### src/rtl/serial_adder_pkg.sv
// Shared types for the bit-serial adder: FSM state encoding.
package serial_adder_pkg;

  typedef enum logic [1:0] {
    IDLE = 2'd0,
    RUN  = 2'd1,
    DONE = 2'd2
  } sa_state_t;

endpackage

### src/rtl/full_adder.sv
// One-bit full adder cell; purely combinational, no flow control.
module full_adder (
  input  logic a,
  input  logic b,
  input  logic cin,
  output logic sum,
  output logic carry
);

  logic w_p;

  assign w_p   = a ^ b;
  assign sum   = w_p ^ cin;
  assign carry = (a & b) | (cin & w_p);

endmodule

### src/rtl/serial_adder.sv
// Adds a+b+cin LSB-first, one bit per clock; out_valid rises WIDTH edges after the accept edge.
// Result holds stable in DONE until out_ready; in_ready stays low until the result is taken.
module serial_adder
  import serial_adder_pkg::*;
#(
  parameter int WIDTH = 8
) (
  input  logic             clk,
  input  logic             rst_n,
  input  logic             in_valid,
  output logic             in_ready,
  input  logic [WIDTH-1:0] a,
  input  logic [WIDTH-1:0] b,
  input  logic             cin,
  output logic             out_valid,
  input  logic             out_ready,
  output logic [WIDTH-1:0] sum,
  output logic             cout
);

  localparam int            CW       = $clog2(WIDTH);
  localparam logic [CW-1:0] LAST_BIT = CW'(WIDTH - 1);

  sa_state_t        r_state;
  sa_state_t        w_state_nxt;
  logic [WIDTH-1:0] r_a_sh;
  logic [WIDTH-1:0] r_b_sh;
  logic [WIDTH-1:0] r_sum_sh;
  logic             r_carry;
  logic [CW-1:0]    r_cnt;
  logic             w_s;
  logic             w_c;

  full_adder u_fa (
    .a     (r_a_sh[0]),
    .b     (r_b_sh[0]),
    .cin   (r_carry),
    .sum   (w_s),
    .carry (w_c)
  );

  always_ff @(posedge clk or negedge rst_n) begin
    if (!rst_n) begin
      r_state  <= IDLE;
      r_a_sh   <= '0;
      r_b_sh   <= '0;
      r_sum_sh <= '0;
      r_carry  <= 1'b0;
      r_cnt    <= '0;
    end else begin
      r_state <= w_state_nxt;
      case (r_state)
        IDLE: begin
          if (in_valid) begin
            r_a_sh  <= a;
            r_b_sh  <= b;
            r_carry <= cin;
            r_cnt   <= '0;
          end
        end
        RUN: begin
          // Sum bits enter at the MSB so after WIDTH shifts the LSB lands at bit 0.
          r_a_sh   <= {1'b0, r_a_sh[WIDTH-1:1]};
          r_b_sh   <= {1'b0, r_b_sh[WIDTH-1:1]};
          r_sum_sh <= {w_s, r_sum_sh[WIDTH-1:1]};
          r_carry  <= w_c;
          r_cnt    <= r_cnt + 1'b1;
        end
        default: ;
      endcase
    end
  end

  always_comb begin
    w_state_nxt = r_state;
    case (r_state)
      IDLE:    if (in_valid)          w_state_nxt = RUN;
      RUN:     if (r_cnt == LAST_BIT) w_state_nxt = DONE;
      DONE:    if (out_ready)         w_state_nxt = IDLE;
      default:                        w_state_nxt = IDLE;
    endcase
  end

  always_comb begin
    in_ready  = (r_state == IDLE);
    out_valid = (r_state == DONE);
  end

  assign sum  = r_sum_sh;
  assign cout = r_carry;

endmodule

### config.mk
export PLATFORM = sky130hd
export DESIGN_NAME = serial_adder
export DESIGN_NICKNAME = d
export VERILOG_FILES = /design/src/rtl/serial_adder_pkg.sv /design/src/rtl/full_adder.sv /design/src/rtl/serial_adder.sv
export SDC_FILE = /design/constraint.sdc
export NUM_CORES = 1
export LEC_CHECK = 0
export BUFFER_PORTS_ARGS = -buffer_cell sky130_fd_sc_hd__buf_2
export CAP_MARGIN = 20
export CORE_UTILIZATION = 53
export DETAILED_ROUTE_END_ITERATION = 8
export GPL_TIMING_DRIVEN = 0
export PLACE_DENSITY_LB_ADDON = 0.2
export RECOVER_POWER = 25
export SLEW_MARGIN = 25
export SYNTH_ARGS = -nofsm -noshare
export SYNTH_HDL_FRONTEND = slang
export SYNTH_SLANG_ARGS = --single-unit
### constraint.sdc
create_clock -name clk -period 1.9 [get_ports clk]
set_clock_uncertainty 0.05 [all_clocks]
set_input_delay 0.38 -clock clk [delete_from_list [all_inputs] [get_ports clk]]
set_output_delay 0.38 -clock clk [all_outputs]
set_load 0.01 [all_outputs]
Word-level counts from Yosys, hierarchy flattened
Index checks and enable logic that the tools add are counted.
Storage, ports and cells
  bits in registers: 30
  bits of input ports: 21
Operators by class
  eq/ne operators: 6
  multiplexer cells: 12
  reductions and logical operators: 4
  bitwise operators: 5
  add/subtract/negate cells: 1
Operator list (number)
  one-hot mux 8 bit (2 select lines): 2
  2-to-1 mux 8 bit: 2
  2-to-1 mux 2 bit: 3
  one-hot mux 2 bit (3 select lines): 1
  one-hot mux 3 bit (2 select lines): 1
  != test 2 bit (second input constant): 2
  adder 3 x 1 -> 3 bit (second input constant): 1
  equality test 3 bit (second input constant): 1
  2-to-1 mux 3 bit: 1
  AND reduction 3 bit: 1
  AND 1 bit: 2
  equality test 2 x 1 -> 1 bit (second input constant): 1
  equality test 2 bit (second input constant): 1
  logical NOT 2 bit: 1
  != test 2 x 1 -> 1 bit (second input constant): 1
  one-hot mux 1 bit (2 select lines): 1
  AND reduction 2 bit: 1
  nonzero test 2 bit: 1
  XOR 1 bit: 2
  2-to-1 mux 1 bit: 1
  bitwise OR 1 bit: 1

Logic depth before layout (Yosys ltp)
Gate-level depths: netlist of the first run.
  depth in word-level cells: 4
  depth in mapped cells: 4
  mapped depth without buffers: 4

Cells and area by module
A second synthesis of the first run with hierarchy kept.
Second synthesis, totals
  cells, all modules: 122
  area total of the unflattened synthesis: 1490.2 um^2
By module, submodules not included
  serial_adder: sequential area each 750.7 um^2, times used 1, cells each 121, area each 1470.2 um^2
  full_adder: sequential area each 0.0 um^2, times used 1, cells each 1, area each 20.0 um^2

Least setup slack after synthesis of the first run
OpenSTA, ideal clock, no wires.
  path kind: reg2reg
  from: register r_state[0]
  to: register r_a_sh[2]
  arrival time: 1.226 ns
  period minus slack after synthesis: 1.398 ns
  setup slack: 0.502 ns
  library setup time: 0.123 ns
  cell stages (with the launch flop): 5
  data required time: 1.727 ns
  path through: dfrtp_1 -> buf_6 -> buf_8 -> or4b_1 -> o221a_2
On the way
  longest elaborated chain between the ends: 3
  elaborated cells on any way between the ends: 6
  classes of those cells: eq/ne (2); mux (1); reduce/logical (3)
Ends and longest elaborated chain
  from (decl): line serial_adder.sv:24  | sa_state_t r_state;
  from (signal assigned): line serial_adder.sv:51  | r_state <= w_state_nxt;
  equality test 2 x 1 -> 1 bit or logical NOT 2 bit (tied branches): line serial_adder.sv:52  | case (r_state)
  nonzero test 2 bit (no line) or != test 2 bit (tied branches)
  AND reduction 2 bit (no line)
  to (signal assigned): line serial_adder.sv:63  | r_a_sh <= {1'b0, r_a_sh[WIDTH-1:1]};
  to (decl): line serial_adder.sv:26  | logic [WIDTH-1:0] r_a_sh;
Parallel ways exist; a longest one is shown, timed or not.
A chain may end at the register's enable or synchronous reset.

Final worst setup path of the first run
  from: register r_state[1]
  to: output in_ready
On the way
  longest elaborated chain between the ends: 1
Ends and longest elaborated chain
  logical NOT 2 bit: line serial_adder.sv:85  | in_ready = (r_state == IDLE);
  to (decl): line serial_adder.sv:11  | output logic in_ready,
Every way passes these cells.

==> flow_summary.ini, run 1 <==
[floorplanning]
ios = 32
start_util_pct = 57.4
core_area_um2 = 2520
die_h_um = 54.3
dieWidth_um = 54.3
num_rows = 18
die_area_um2 = 2940

[sta]
fin_crit_sh_pct = 93.9
max_freq_mhz = 561
finalHoldViolCount = 0
fin_setup_tns_ns = 0
slew_headroom_pct = -6.66
drv_slew = 31
min_period_ns = 1.78
rsz0062_at_grt = no
setup_violations = 0
worst_pin_slew_ns = 1.60

[global_route]
grt_first_pass_wirelength_um = 4700
grt_pass1_vias = 1018
overflow = 0
grt_max_degree = 31
grt.total_usage_pct = 23.6
antenna_found_initial = 0

[detailed_routing]
drt_iter0_drc = 28
wl_um = 2830
viasPerCell = 6.03
drt_first_pass_iters = 6
ant_nets = 0
num_vias = 1085
wl_per_cell_um = 15.7
drc_errors = 0

[clock_network]
cts_buffers = 5
cts_tree = built
clockBufferDepth = 2
hold_buffers = 0
post_cts_buffers = 0
cts.clk_slew.worst_paths_ns = 0.09
clk-insertion-delay-late_ns = 0.32
cts_resized = 0
htreeDepth = 2
cts.sinks = 30
root_buffer = clkbuf_4

[critical_path]
rrSetupSlack_ns = 0.41
r2r_cells = 3
path_class = flop to primary output
crit_start = r_state[1]
cp.arrival_ns = 1.35
cp_cell_sequence = buf_4 -> nor2_2 -> buf_2
slowest_stage = dfrtp_1
cp-start-kind = flop
crit_end = in_ready
cp_max_fo = 10
endpoint_kind = primary output
reg2reg_from = r_state[1]
crit_required_ns = 1.47
cpPeakStageDelay_ns = 0.47
r2r_end = r_a_sh[2]

[placement]
port_buffers = 31
gp_congestion = 0.753
hpwl_um = 2000

[synth]
synth_edf_count = 0
syn_avg_cell_area_um2 = 12.9
synth_commonest_cells = dfrtp_1 (30), inv_1 (8), mux2_2 (8), o221a_2 (8), or4b_1 (8)
syn-cell-area_um2 = 1450
synth_area_leader_cell = dfrtp_1
ys_types = 29
synthFlopType = dfrtp_1
synth_seq_cells = 30
synth_area_leaders = dfrtp_1 (52%), mux2_2 (6.2%), o221a_2 (6.2%), or4b_1 (5.5%), nor3b_1 (3.6%)
netlist.area_leader.share_pct = 51.9
synthArstFlopShare_pct = 100
yosysMostFrequentCell = dfrtp_1
ys_seq_area_share_pct = 51.9
syn_nets = 136
netlist_instances = 112
ys_warn_count = 0

[pwr]
irDropWorstVdd_v = 0.00117
p_leak_nw = 0.774
power_density_nw_per_um2 = 1590

[cells_and_area]
final_nets = 174
antenna_cells = 0
drive_gt1_share_pct = 42.7
area_growth_syn_to_layout_pct = 16.7
fin_util_pct = 67.0

[status]
violations = max-capacitance violations, max-slew violations
run_status = finished with violations

[job]
max_cap_violations = 1

[hold_path]
hold_path_class = primary input to flop
worst min-delay path by stage:
stage           from         to  slack [ns]  depth (start not counted)
2_1_floorplan  rst_n       cout        0.03                          0
5_1_grt         b[7]  r_b_sh[7]        0.27                          2
6_report        b[7]  r_b_sh[7]        0.27                          2
4_1_cts        rst_n  r_a_sh[1]        0.04                          1
3_3_place_gp   rst_n  r_a_sh[5]        0.39                          1
3_5_place_dp   rst_n  r_a_sh[4]        0.39                          1
kinds of logic (layout without fill, tap and decap cells):
group	Yosys count	after routing	synth area share, %
AOI/OAI and AO/OA	23	23	15.0
adders and majority gates	3	3	3.11
buffers and inverters	18	56	6.74
DFF	30	30	51.9
muxes	9	9	6.91
and+or+nand+nor	29	29	16.3
worst max-delay path: cells and delay by family, from the launching register on:
kind / cells / cell delay, ns
buffers and inverters: 2 / 0.37
DFF: 1 / 0.47
and+or+nand+nor: 1 / 0.19
power by group:
part	internal (mW)	leakage (nW)	total (mW)	switching (mW)
registers	0.948	0.350	1.14	0.194
logic	0.653	0.393	1.21	0.552
clock network	0.133	0.0308	0.338	0.206
total	1.73	0.774	2.69	0.951
cells in the final DEF (no fill, tap or decap), types with 2 or more instances in the layout:
master     n
buf_2     33
dfrtp_1   30
or4b_1     8
o221a_2    8
inv_1      8
mux2_2     8
nor3b_1    7
nor4b_1    6
a211oi_1   6
clkbuf_4   5
clkbuf_1   4
nand2b_1   3
a22o_1     3
buf_4      2
ha_1       2
clkinv_2   2
stage by stage:
step           total power, mW  worst slack [ns]  hold slack [ns]  cells  instance area [um2]
4_1_cts                   2.72            0.0398           0.0398    180                 1690
5_1_grt                   2.92            0.0450            0.266    180                 1690
3_5_place_dp              2.37             0.359            0.394    173                 1640
2_1_floorplan             2.02             0.502           0.0344    112                 1450
6_report                  2.69             0.116            0.272    180                 1690
3_3_place_gp              2.30             0.384            0.386    173                 1640
final cells by class:
type	instances	area, um2
Sequential cell	30	751
Multi-Input combinational cell	64	602
Clock inverter	2	10.0
Tap cell	30	37.5
Fill cell	213	833
Timing Repair Buffer	31	154
Clock buffer	5	37.5
Buffer	10	67.6
Inverter	8	30.0
flip-flops by register name, summed over array words and instances, names as in the netlist:
name	count
r_cnt	3
sum	8
r_b_sh	8
r_state	2
cout	1
r_a_sh	8
per-layer routing:
metal / vias up / global-route usage [%] / wire (um)
li1: 506 / - / -
met1: 535 / 29.2 / 1210
met2: 36 / 38.2 / 1430
met3: 8 / 5.83 / 143
met4: 0 / 11.5 / 52
met5: - / 0 / 0
(Power assumes the default switching activity.)
==> inputs of run 2 (changes only) <==
Settings changed: BUFFER_PORTS_ARGS -buffer_cell sky130_fd_sc_hd__buf_2 to default, CELL_PAD_IN_SITES_DETAIL_PLACEMENT from default to 1, CELL_PAD_IN_SITES_GLOBAL_PLACEMENT from default to 1, CORE_UTILIZATION 53 to 49, DONT_BUFFER_PORTS from default to 1.
==> flow_summary.ini, run 2 (synthesized netlist as in run 1, its figures left out) <==
[detailed_routing]
num_vias = 959
ant_nets = 0
drt_first_pass_iters = 4
viasPerCell = 6.31
drt_iter0_drc = 35
drc_errors = 0
wl_per_cell_um = 19.3
wl_um = 2930

[global_route]
grt_first_pass_wirelength_um = 5140
overflow = 0
grt_pass1_vias = 1124
grt_max_degree = 31
grt.total_usage_pct = 21.6
antenna_found_initial = 0

[sta]
finalHoldViolCount = 0
fin_crit_sh_pct = 91.1
worst_pin_slew_ns = 0.729
setup_violations = 0
fin_setup_tns_ns = 0
rsz0062_at_grt = no
slew_headroom_pct = 51.4
drv_slew = 0
whs_ns = 0.167
min_period_ns = 1.73
fin_ws_ns = 0.169
max_freq_mhz = 578

[floorplanning]
num_rows = 19
die_h_um = 56.4
die_area_um2 = 3180
dieWidth_um = 56.4
core_area_um2 = 2780
start_util_pct = 52.0
ios = 32

[placement]
hpwl_um = 2040
dp_slack_ns = 0.339
port_buffers = 0
postPlaceCellArea_um2 = 1490
gp_congestion = 0.711

[pwr]
power_density_nw_per_um2 = 1670
total_power_mw = 2.59
p_leak_nw = 0.657
irDropWorstVdd_v = 0.000879

[cells_and_area]
multi_input_area_um2 = 602
area_growth_syn_to_layout_pct = 7.00
fin_area_um2 = 1550
mostFrequentLayoutCells = dfrtp_1 (30), or4b_1 (8), o221a_2 (8), inv_1 (8), mux2_2 (8)
nFillCells = 295
drive_gt1_share_pct = 27.3
layout_commonest_cell = dfrtp_1
final_nets = 145
seq_area_um2 = 751
antenna_cells = 0

[critical_path]
slowest_stage = dfrtp_1
crit_buf_inv = 1
path_class = flop to primary output
rrSetupSlack_ns = 0.34
cp_max_fo = 10
cp_top_family = flip-flops
endpoint_kind = primary output
cp-start-kind = flop
cp.arrival_ns = 1.30
cp_cell_sequence = buf_4 -> and2b_1
cpPeakStageDelay_ns = 0.53
crit_required_ns = 1.47

[clock_network]
cts.clk_slew.worst_paths_ns = 0.09
clk-insertion-delay-late_ns = 0.33
htreeDepth = 2
clockBufferDepth = 2
cts.sinks = 30
cts_buffers = 5
post_cts_buffers = 0
root_buffer = clkbuf_4
cts_tree = built

[status]
run_status = completed

[hold_path]
hold_path_class = primary input to flop

[job]
max_cap_violations = 0
-- run 2: cell types whose count changed in the layout (fill, tap and decap cells not counted) --
cell           before  now
buf_2              33    3
clkinv_2            2    0
clkbuf_1            4    5
clkbuf_2            0    1
dlygate4sd3_1       0    1
-- run 2: worst reg2reg max path, delay by kind of cell (launching register included) --
| family | cells | cell delay [ns] |
|---|---|---|
| mux | 1 | 0.34 |
| simple gates | 1 | 0.15 |
| flops | 1 | 0.53 |
| buf+inv | 2 | 0.38 |
-- run 2: repair_timing --
action / 4_1_cts / 5_1_grt
setup endpoints to repair: 0 / 1
hold buffers: 2 / 0
gates resized for setup: 0 / 1
endpoints found under the hold margin: 30 / 0
-- run 2: final cells by class --
cell class              count  share of cell area, %
multi-input cells          64                   38.9
repair buffers              2                  0.969
well taps                  31                   2.50
flip-flops and latches     30                   48.5
inverters                   8                   1.94
clock buffers               7                   2.91
plain buffers              10                   4.36
-- run 2: final timing paths --
check / cells past startpoint / from / to
min in group asynchronous: 2 / rst_n / r_state[0]
hold / removal: 1 / b[7] / r_b_sh[7]
setup / recovery: 2 / r_state[1] / out_valid
max in group asynchronous: 2 / rst_n / r_a_sh[1]
setup reg to reg: 4 / r_state[1] / sum[6]
hold reg to reg: 1 / r_cnt[0] / r_cnt[0]
-- run 2: layer usage --
layer	wire length [um]	vias up	track usage [%]	part of all wire [%]
li1	-	445	-	-
met4	75	0	11.5	2.6
met2	1520	27	36.6	52
met5	0	-	0	0
met1	1200	479	25.3	41
met3	130	8	5.07	4.4
-- run 2: power by group --
| group | internal (mW) | switching, mW |
|---|---|---|
| sequential | 0.948 | 0.258 |
| clock | 0.139 | 0.204 |
| combinational | 0.573 | 0.471 |
-- run 2: per-stage QoR --
stage | instances | util [%]
after floorplan | 112 | -
after detailed placement | 143 | 53.4
final | 152 | 55.7
after global routing | 152 | 55.7
after CTS | 152 | 56.1
after global placement | 143 | 53.4
